$ cat src/rtl/divider_quotient_reconstructor.sv
// Rebuilds a 16/8 divider dividend as q*d + r with an 8-cycle LSB-first shift-add loop.
// It reports the signed 17-bit error of the rebuilt value against the reference dividend.
module divider_quotient_reconstructor (
  input  logic        clk,
  input  logic        rst_n,
  input  logic        in_valid,
  output logic        in_ready,
  input  logic [7:0]  q,
  input  logic [7:0]  r,
  input  logic [7:0]  d,
  input  logic [15:0] n_ref,
  output logic        out_valid,
  input  logic        out_ready,
  output logic [15:0] n_rec,
  output logic [16:0] err,
  output logic        mismatch
);

  typedef enum logic [1:0] {IDLE, BUSY, DONE} state_t;

  state_t      r_state;
  logic [15:0] r_acc;
  logic [15:0] r_mcand;
  logic [7:0]  r_mplier;
  logic [15:0] r_nref;
  logic [2:0]  r_cnt;
  logic [15:0] r_nrec;
  logic [16:0] r_err;
  logic        r_mismatch;

  logic [15:0] w_accNext;
  logic [16:0] w_errNext;

  // The peak of q*d + r is 65280, so the 16-bit accumulator never wraps.
  always_comb begin
    w_accNext = r_acc;
    if (r_mplier[0]) begin
      w_accNext = r_acc + r_mcand;
    end
    w_errNext = {1'b0, w_accNext} - {1'b0, r_nref};
  end

  always_ff @(posedge clk or negedge rst_n) begin
    if (!rst_n) begin
      r_state    <= IDLE;
      r_acc      <= '0;
      r_mcand    <= '0;
      r_mplier   <= '0;
      r_nref     <= '0;
      r_cnt      <= '0;
      r_nrec     <= '0;
      r_err      <= '0;
      r_mismatch <= 1'b0;
    end else begin
      case (r_state)
        IDLE: begin
          if (in_valid) begin
            r_acc    <= {8'd0, r};
            r_mcand  <= {8'd0, d};
            r_mplier <= q;
            r_nref   <= n_ref;
            r_cnt    <= '0;
            r_state  <= BUSY;
          end
        end
        BUSY: begin
          r_acc    <= w_accNext;
          r_mcand  <= {r_mcand[14:0], 1'b0};
          r_mplier <= {1'b0, r_mplier[7:1]};
          r_cnt    <= r_cnt + 3'd1;
          // Last bit: the result registers load from the final sum on this same edge.
          if (r_cnt == 3'd7) begin
            r_nrec     <= w_accNext;
            r_err      <= w_errNext;
            r_mismatch <= (w_errNext != 17'd0);
            r_state    <= DONE;
          end
        end
        DONE: begin
          if (out_ready) begin
            r_state <= IDLE;
          end
        end
        default: r_state <= IDLE;
      endcase
    end
  end

  assign in_ready  = (r_state == IDLE);
  assign out_valid = (r_state == DONE);
  assign n_rec     = r_nrec;
  assign err       = r_err;
  assign mismatch  = r_mismatch;

endmodule

$ cat config.mk
export PLATFORM = sky130hd
export DESIGN_NAME = divider_quotient_reconstructor
export DESIGN_NICKNAME = d
export VERILOG_FILES = /design/src/rtl/divider_quotient_reconstructor.sv
export SDC_FILE = /design/constraint.sdc
export NUM_CORES = 1
export LEC_CHECK = 0
export BUFFER_PORTS_ARGS = -buffer_cell sky130_fd_sc_hd__buf_2
export CELL_PAD_IN_SITES_DETAIL_PLACEMENT = 2
export CELL_PAD_IN_SITES_GLOBAL_PLACEMENT = 2
export CORE_ASPECT_RATIO = 0.7
export CORE_MARGIN = 2
export CORE_UTILIZATION = 23
export DETAILED_ROUTE_END_ITERATION = 6
export GPL_TIMING_DRIVEN = 0
export MAX_ROUTING_LAYER = met4
export PLACE_DENSITY_LB_ADDON = 0.1
export SYNTH_ARGS = -nofsm -noshare
export SYNTH_HDL_FRONTEND = slang
export SYNTH_SLANG_ARGS = --single-unit
export TNS_END_PERCENT = 20
$ cat constraint.sdc
create_clock -name clk -period 5.25 [get_ports clk]
set_clock_uncertainty 0.2 [all_clocks]
set_input_delay 0.525 -clock clk [delete_from_list [all_inputs] [get_ports clk]]
set_output_delay 0.525 -clock clk [all_outputs]
set_load 0.005 [all_outputs]
==> impl_results.md, run 1 <==
- TritonCTS clock tree: yes
- Adder-cell share of the synthesized area: 8.31%
- Residual antenna-violating net count after detailed routing: 0
- Path type of the worst setup path: flop to flop
- Placeable core region: 23500 µm²
- Placed Area: 6270 µm²
- Syn Std Cell Area: 5450 µm²
- Type of the most critical hold path: primary input to flop
- Root cell of the clock tree: sky130_fd_sc_hd__clkbuf_16
- Cell type group with the largest total delay on the critical path: compound AO/OA/AOI/OAI gates
- IO buf count: 79
- Net count after synthesis: 673
- Utilization of the core after routing: 27.9%
- Met1 GRT Util: 23.9%
- Layout Area Growth over Synthesis: 20.2%
- Drc violations: 0
- Buffers from clock root to sink, at most: 2
- Total vias in the final route: 4694
- Longest individual stage delay on the worst path: 0.52 ns
- Total Nets Final: 765
- Pin count of the biggest net entering global routing: 52
- Arrival time of data at the critical path endpoint: 4.96 ns
- Chip Width: 188 µm
- Critical Path Source Type: flop
- Number of global-route vias before repair: 5197
- Crit path top cell by count: sky130_fd_sc_hd__ha_1
- First-pass GRT wire length: 30.1 mm
- Hold violation total from the final report: 0
- Wire length after detailed routing: 18.9 mm
- Kind of end point of the critical path: flop
- Die ar.: 25000 µm²
- Worst Setup SP: r_mcand[0]$_DFFE_PN0P_
- Clock buffer count from CTS: 9
- Number of warning messages in the yosys log: 0
- Final cycle utilization of the critical path: 94.0%
- Antenna violations before repair: 0
- Portion of netlist area occupied by mux cells: 5.56%
- Per-instance average area after synthesis: 9.18 µm²
- Initial core utilization: 23.2%
- Share of Yosys cell area claimed by the top area cell type: 43.6%
- Share of layout cells above drive strength 1: 17.7%
- Combinational family with the most area after synthesis: compound AO/OA/AOI/OAI gates
- Achievable Freq: 203 MHz
- Cell types with the largest area share after synthesis: sky130_fd_sc_hd__dfrtp_1 44%, sky130_fd_sc_hd__nand2_1 7.6%, sky130_fd_sc_hd__o21ai_0 7.6%, sky130_fd_sc_hd__ha_1 7.6%, sky130_fd_sc_hd__mux2i_1 3.5%
- Slew Limit Fails: 0
- Number of fillers in the final layout: 2692
- Global route overflow: 0
- Count of flip-flops with a built-in enable after synthesis: 0
- Fraction of synthesis flops using an asynchronous set or reset pin: 100%
- Reg-to-reg critical path startpoint: r_mcand[0]$_DFFE_PN0P_
- Dominant register cell in the synthesized netlist: sky130_fd_sc_hd__dfrtp_1
- Number of endpoints failing setup at the final stage: 0
- Result of the run: completed
- Max Fanout on Critical Path: 7
- HPWL after detailed placement: 14.7 mm
- Area of the multi-input gates: 2840 µm²
- Flops & latches, synth: 95
- Cell area power density: 738 nW/µm²
- Critical path required time: 5.28 ns
- Max Cap Violations: 0
- Vias per inst: 4.65
- Sequential area share after synthesis: 43.6%
- Cell type with the largest total area after synthesis: sky130_fd_sc_hd__dfrtp_1
- TritonCTS sink count: 95
- Design Area, Final: 6550 µm²
- Routability-driven placement congestion ratio: 0.789
- Post-synthesis share of cell area spent on xor and xnor gates: 3.21%
- Cells traversed along the worst timing path: ha_1 -> inv_1 -> fa_1 -> nor2b_1 -> o21ai_1 -> a21boi_1 -> o221ai_1 -> a21oi_1 -> o31ai_1 -> mux2_2 -> nand2_1 -> ha_1 -> and3_2 -> and3_1 -> a211oi_2 -> xor2_1 -> and4bb_1 -> a41oi_2
- Met2 GRT Util: 23.1%
- RSZ-0062 raised after global routing: false
- Global router's overall resource usage: 16.3%
- Actual transition at the worst max-transition pin: 0.769 ns
- Detailed router's first-iteration violation count: 205
- Simple logic cell fraction of the synthesized area: 14.2%
- Global routing met3 resource utilization: 3.05%
- Time the worst path needs with I/O delays and setup: 4.93 ns
- Most Used Layer, Global Route: met1
- Die Height: 133 µm
- Detailed-route wire length per cell: 18.7 µm
- Combined flip-flop and latch cell area: 2380 µm²
- Row count: 47
- Setup Total Neg Slack: 0 ns
- Boundary Pins: 80
- Number of antenna diodes: 0
- Number of distinct library cells after synthesis: 63
- Hold_sp: n_ref[12]
- Total iterations of the first detailed-routing run: 4
- Clock latency of the later-clocked register in the worst-skew pair: 0.37 ns
- Static Leak: 3.10 nW
- Post-synthesis compound-gate area fraction: 20.7%
- Max rail drop VDD: 0.000214 V
- Worst slew margin: 48.6%
- H-Tree Depth: 3
- Slowest cell on crit path: sky130_fd_sc_hd__o31ai_1
- Clock slew seen by the registers of the worst setup and hold paths: 0.08 ns
- Sum of buffers and inverters on the critical path: 1
- Mapped Cells: 594
[sequential cells by signal (all words and copies together) (netlist names)]
name and cells:
r_nref 16, mismatch 1, err 17, r_cnt 3, r_acc 16, r_state 2, r_mcand 16, n_rec 16
r_mplier 8
[routing by layer]
metal  vias up  routed length (µm)
met3        14                 445
met1      2361               10300
met2        57                7970
li1       2262                   -
met4         0                 203
met5         -                   0
[Yosys cell counts, types with 4 or more instances]
| master | instances |
|---|---|
| sky130_fd_sc_hd__a21o_1 | 13 |
| sky130_fd_sc_hd__a21oi_1 | 18 |
| sky130_fd_sc_hd__a22o_1 | 5 |
| sky130_fd_sc_hd__a22oi_1 | 6 |
| sky130_fd_sc_hd__clkbuf_1 | 23 |
| sky130_fd_sc_hd__dfrtp_1 | 95 |
| sky130_fd_sc_hd__ha_1 | 33 |
| sky130_fd_sc_hd__inv_1 | 34 |
| sky130_fd_sc_hd__mux2_2 | 10 |
| sky130_fd_sc_hd__mux2i_1 | 19 |
| sky130_fd_sc_hd__nand2_1 | 111 |
| sky130_fd_sc_hd__nand2b_1 | 4 |
| sky130_fd_sc_hd__nand3_1 | 5 |
| sky130_fd_sc_hd__nor2_1 | 24 |
| sky130_fd_sc_hd__nor2b_1 | 4 |
| sky130_fd_sc_hd__nor3_1 | 6 |
| sky130_fd_sc_hd__o211ai_1 | 4 |
| sky130_fd_sc_hd__o21a_1 | 4 |
| sky130_fd_sc_hd__o21ai_0 | 83 |
| sky130_fd_sc_hd__o21ai_1 | 5 |
| sky130_fd_sc_hd__or3_1 | 5 |
| sky130_fd_sc_hd__xnor2_1 | 15 |
| sky130_fd_sc_hd__xor2_1 | 5 |
[metrics by stage]
| stage | worst slack [ns] | instances | hold WS (ns) | power (mW) |
|---|---|---|---|---|
| floorplan | 1.30 | 594 | 0.0294 | 3.26 |
| global placement | 0.389 | 991 | 0.266 | 4.14 |
| detailed placement | 0.363 | 992 | 0.268 | 4.25 |
| CTS | 0.314 | 1009 | 0.161 | 4.92 |
| global route | 0.0263 | 1009 | 0.179 | 5.34 |
| finish | 0.316 | 1009 | 0.172 | 4.83 |
[cell usage in the layout (no fill, tap or decap), drive strengths merged, types with 15 or more instances in the layout]
cell type	netlist	layout
a21o	15	15
nand2	111	111
xnor2	15	15
ha	33	33
buf	4	84
inv	34	34
nor2	24	24
o21ai	88	88
clkbuf	23	35
dfrtp	95	95
a21oi	18	18
mux2i	19	19
[repair_timing]
item,4_1_cts,5_1_grt
hold endpoints to repair,3,0
endpoints found under the setup margin,0,1
hold buffers,1,0
gates resized for setup,0,1
buffers inserted,0,0
[cell type report]
cell class	instances	share of cell area [%]
clock buffer	12	3.61
multi-input combinational	438	43.4
timing repair buffer	81	6.65
tap	318	6.08
buffer	27	1.70
inverter	34	1.95
sequential	95	36.3
clock inverter	4	0.344
[kinds of logic after synthesis]
| kind of cell | after synthesis |
|---|---|
| DFF | 95 |
| xor gates and xnor gates | 20 |
| muxes | 29 |
| AOI/OAI and AO/OA | 177 |
| and+or+nand+nor | 177 |
| buffers and inverters | 61 |
| adders and majority gates | 35 |
[power by group]
group / switching [mW] / total (mW) / internal, mW
Sequential: 0.209 / 1.27 / 1.06
Clock: 0.311 / 0.631 / 0.320
Combinational: 1.77 / 2.93 / 1.16
Total: 2.29 / 4.83 / 2.54
[worst reg2reg max path: cells and delay by family, from the launching register on]
| family | cells | cell delay (ns) |
|---|---|---|
| buffers and inverters | 1 | 0.07 |
| DFF | 1 | 0.43 |
| adders and majority gates | 3 | 0.74 |
| and+or+nand+nor | 5 | 0.88 |
| muxes | 1 | 0.41 |
| AOI/OAI and AO/OA | 7 | 1.77 |
| xor gates and xnor gates | 1 | 0.28 |
[final timing paths]
| path | endpoint | slack (ns) | cells after the start |
|---|---|---|---|
| worst max-delay path | mismatch$_DFFE_PN0P_ | 0.32 | 18 |
| worst min-delay path | r_nref[12]$_DFFE_PN0P_ | 0.17 | 3 |
| worst max register to register | mismatch$_DFFE_PN0P_ | 0.32 | 18 |
| worst min register to register | err[8]$_DFFE_PN0P_ | 0.28 | 2 |
| max in group asynchronous | r_mcand[12]$_DFFE_PN0P_ | 3.61 | 3 |
| min in group asynchronous | err[3]$_DFFE_PN0P_ | 0.53 | 2 |
Note: power is estimated with default switching activity, not from simulation.
==> run 2: changes to the inputs <==
--- a/config.mk
+++ b/config.mk
@@ -6,7 +6,7 @@
 export NUM_CORES = 1
 export LEC_CHECK = 0
 export BUFFER_PORTS_ARGS = -buffer_cell sky130_fd_sc_hd__buf_2
-export CELL_PAD_IN_SITES_DETAIL_PLACEMENT = 2
+export CELL_PAD_IN_SITES_DETAIL_PLACEMENT = 0
 export CELL_PAD_IN_SITES_GLOBAL_PLACEMENT = 2
 export CORE_ASPECT_RATIO = 0.7
 export CORE_MARGIN = 2
==> run 2 against run 1 <==
The flow now finishes with violations (negative hold slack). Die area did not move. Critical path depth did not move. Worst hold slack got worse by 0.19 ns. Critical path type unchanged. Design area rose by 1.1%. Cell count barely moved. Sequential share of layout area fell by 0.39 points. Flip-flop and latch count did not move. Power rose by 1.5%. Core utilization rose by 0.30 points. Non-clock buffer count fell by 1. Via count fell by 2.7%. Largest power group unchanged.
==> impl_results.md, run 2 (same netlist as run 1, synthesis figures left out) <==
- Result of the run: finished, violations left
- Violations in the final reports: negative hold slack
- Met2 GRT Util: 19.3% (-3.8 points)
- Type of the most critical hold path: primary input to async pin
- Total Nets Final: 764 (-0.13%)
- Internal power consumption: 2.68 mW (+5.9%)
- Residual antenna-violating net count after detailed routing: 0 (unchanged)
- Time the worst path needs with I/O delays and setup: 4.76 ns (-0.179 ns)
- Switching part of the total power: 45.3% (-2.2 points)
- RSZ-0062 raised after global routing: false
- Detailed-route wire length per cell: 17.3 µm (-7.8%)
- Antenna violations before repair: 0 (unchanged)
- Row count: 47 (unchanged)
- Number of endpoints failing setup at the final stage: 0 (unchanged)
- R2R depth: 18 (unchanged)
- First-pass GRT wire length: 27.2 mm (-9.5%)
- Reg-to-reg critical path startpoint: r_mcand[0]$_DFFE_PN0P_
- Top library cells by usage in the layout, fill and taps aside: 111 x sky130_fd_sc_hd__nand2_1, 95 x sky130_fd_sc_hd__dfrtp_1, 83 x sky130_fd_sc_hd__o21ai_0
- Die ar.: 25000 µm² (unchanged)
- Worst hold margin: -0.0149 ns (-0.187 ns)
- Detailed router's first-iteration violation count: 312 (+52%)
- Final Worst Setup Slack: 0.495 ns (+0.179 ns)
- Post-placement setup slack: 0.416 ns (+0.0535 ns)
- TritonCTS sink count: 95 (unchanged)
- Flip-flop count of the largest register, all copies and words added: 17 (unchanged)
- Total iterations of the first detailed-routing run: 5 (+1)
- Chip Width: 188 µm (unchanged)
- Vias per inst: 4.53 (-2.6%)
- Number of gates resized after cts: 0 (unchanged)
- Number of global-route vias before repair: 4520 (-13%)
- IO buf count: 79 (unchanged)
- Static Leak: 3.14 nW (+1.2%)
- Net switching power: 2.22 mW (-3.3%)
- Buffers from clock root to sink, at most: 2 (unchanged)
- Critical path required time: 5.27 ns (about the same)
- Achievable Freq: 210 MHz (+3.8%)
- Pin count of the biggest net entering global routing: 52 (unchanged)
- Cts-stage hold buffer count: 0 (-1)
- Routability-driven placement congestion ratio: 0.789 (unchanged)
- Clock slew seen by the registers of the worst setup and hold paths: 0.07 ns (about the same)
- Slew Limit Fails: 0 (unchanged)
- Endpoint of the lowest-slack register-to-register path: mismatch$_DFFE_PN0P_
- Kind of end point of the critical path: flop
- Layout Area Growth over Synthesis: 21.5%
- HPWL after detailed placement: 13.4 mm (-9.1%)
- Global route overflow: 0 (unchanged)
- Total vias in the final route: 4567 (-2.7%)
- Setup Total Neg Slack: 0 ns (unchanged)
- Path type of the worst setup path: flop to flop
- Arrival time of data at the critical path endpoint: 4.78 ns (-0.18 ns)
- Worst slew margin: 49.8% (+1.2 points)
- Boundary Pins: 80 (unchanged)
- Setup slack of the worst register-to-register path: 0.49 ns (+0.18 ns)
- Clock buffer count from CTS: 9 (unchanged)
- Reg power frac: 25.8% (-0.4 points)
- H-Tree Depth: 3 (unchanged)
- Cell area power density: 741 nW/µm² (+0.44%)
- Wire length after detailed routing: 17.4 mm (-7.9%)
- TritonCTS clock tree: yes
- Critical Path Source Type: flop
- Global router's overall resource usage: 15.0% (-1.3 points)
- Actual transition at the worst max-transition pin: 0.751 ns (-0.0181 ns)
- Die Height: 133 µm (unchanged)
- Final cycle utilization of the critical path: 90.6% (-3.4 points)
- Number of fillers in the final layout: 2554 (-5.1%)
- Most Used Layer, Global Route: met1
- Max Cap Violations: 0 (unchanged)
- Drc violations: 0 (unchanged)
- Share of layout cells above drive strength 1: 18.0% (+0.32 points)
- Max rail drop VDD: 0.000266 V (+24%)
- # Post-CTS Setup Buffers: 0 (unchanged)
- Placeable core region: 23500 µm² (unchanged)
- Met1 GRT Util: 23.2% (-0.65 points)
- Root cell of the clock tree: sky130_fd_sc_hd__clkbuf_16
- Leading cell type in the layout, fill and taps excluded: sky130_fd_sc_hd__nand2_1
- Share of power burned in combinational logic: 58.1% (-2.6 points)
- Global routing met3 resource utilization: 3.08% (+0.027 points)
- Hold violation total from the final report: 9 (+9)
- Clock latency of the later-clocked register in the worst-skew pair: 0.36 ns (about the same)
- Number of antenna diodes: 0 (unchanged)
- Max Fanout on Critical Path: 4 (-3)
- Initial core utilization: 23.2% (unchanged)
- Clock Power Share: 16.2% (+3.1 points)
[run 2: cell types whose count changed in the layout (fill, tap and decap cells not counted), sizes merged]
cell         delta
clkinv          -1
bufinv          +3
clkbuf          -2
dlygate4sd3     -1
[run 2: how the worst max path moves through the flow]
stage / startpoint / endpoint / slack (ns) / depth (start not counted)
after floorplan: r_acc[0]$_DFFE_PN0P_ / mismatch$_DFFE_PN0P_ / 1.30 / 18
after global placement: r_mplier[0]$_DFFE_PN0P_ / mismatch$_DFFE_PN0P_ / 0.39 / 13
after detailed placement: r_mcand[0]$_DFFE_PN0P_ / mismatch$_DFFE_PN0P_ / 0.42 / 18
after CTS: r_mcand[0]$_DFFE_PN0P_ / mismatch$_DFFE_PN0P_ / 0.38 / 18
after global routing: r_mcand[0]$_DFFE_PN0P_ / mismatch$_DFFE_PN0P_ / 0.02 / 18
final: r_mcand[0]$_DFFE_PN0P_ / mismatch$_DFFE_PN0P_ / 0.49 / 18
[run 2: power by group through the flow]
stage               clock network (mW)  registers (mW)  logic, mW
global placement                     0            1.27       2.87
global route                     0.848            1.31       3.24
CTS                              0.823            1.27       2.90
finish                           0.793            1.26       2.85
detailed placement                   0            1.28       2.88
floorplan                            0            1.23       2.03
[run 2: per-layer routing]
layer / up-vias / part of all wire (%)
met4: 0 / 0.94
met5: - / 0
li1: 2260 / -
met2: 70 / 40
met1: 2226 / 56
met3: 11 / 2.7
[run 2: critical path: stages, from the launching register on]
cell and delay [ns]:
sky130_fd_sc_hd__dfrtp_1 0.42, sky130_fd_sc_hd__ha_1 0.19, sky130_fd_sc_hd__inv_1 0.06, sky130_fd_sc_hd__fa_1 0.41, sky130_fd_sc_hd__nor2b_1 0.13, sky130_fd_sc_hd__o21ai_1 0.09
sky130_fd_sc_hd__a21boi_1 0.31, sky130_fd_sc_hd__o221a_2 0.27, sky130_fd_sc_hd__a21oi_1 0.06, sky130_fd_sc_hd__mux2_2 0.33, sky130_fd_sc_hd__ha_1 0.34, sky130_fd_sc_hd__o21ai_0 0.10
sky130_fd_sc_hd__a21oi_1 0.22, sky130_fd_sc_hd__nand2_1 0.10, sky130_fd_sc_hd__xor2_1 0.28, sky130_fd_sc_hd__nor4b_1 0.47, sky130_fd_sc_hd__nand4_1 0.21, sky130_fd_sc_hd__and4bb_1 0.33
sky130_fd_sc_hd__a41oi_2 0.12
[run 2: cell type report]
cell class                      count  area [µm²]  area share (%)
Multi-Input combinational cell    438        2830            42.8
Sequential cell                    95        2380            35.9
Timing Repair Buffer               80         425            6.43
Tap cell                          318         398            6.01
Clock buffer                       10         239            3.61
Inverter                           34         128            1.93
Buffer                             27         111            1.68
Clock inverter                      6         108            1.63
[run 2: per-stage QoR]
| step | hold WS, ns | utilization [%] | area (µm²) | std cells | total power [mW] |
|---|---|---|---|---|---|
| floorplan | 0.0294 | - | 5450 | 594 | 3.26 |
| global placement | 0.266 | 26.6 | 6240 | 991 | 4.14 |
| detailed placement | 0.266 | 26.7 | 6270 | 992 | 4.16 |
| CTS | 0.00589 | 28.2 | 6620 | 1008 | 4.99 |
| global route | 0.0290 | 28.2 | 6620 | 1008 | 5.40 |
| finish | -0.0149 | 28.2 | 6620 | 1008 | 4.90 |
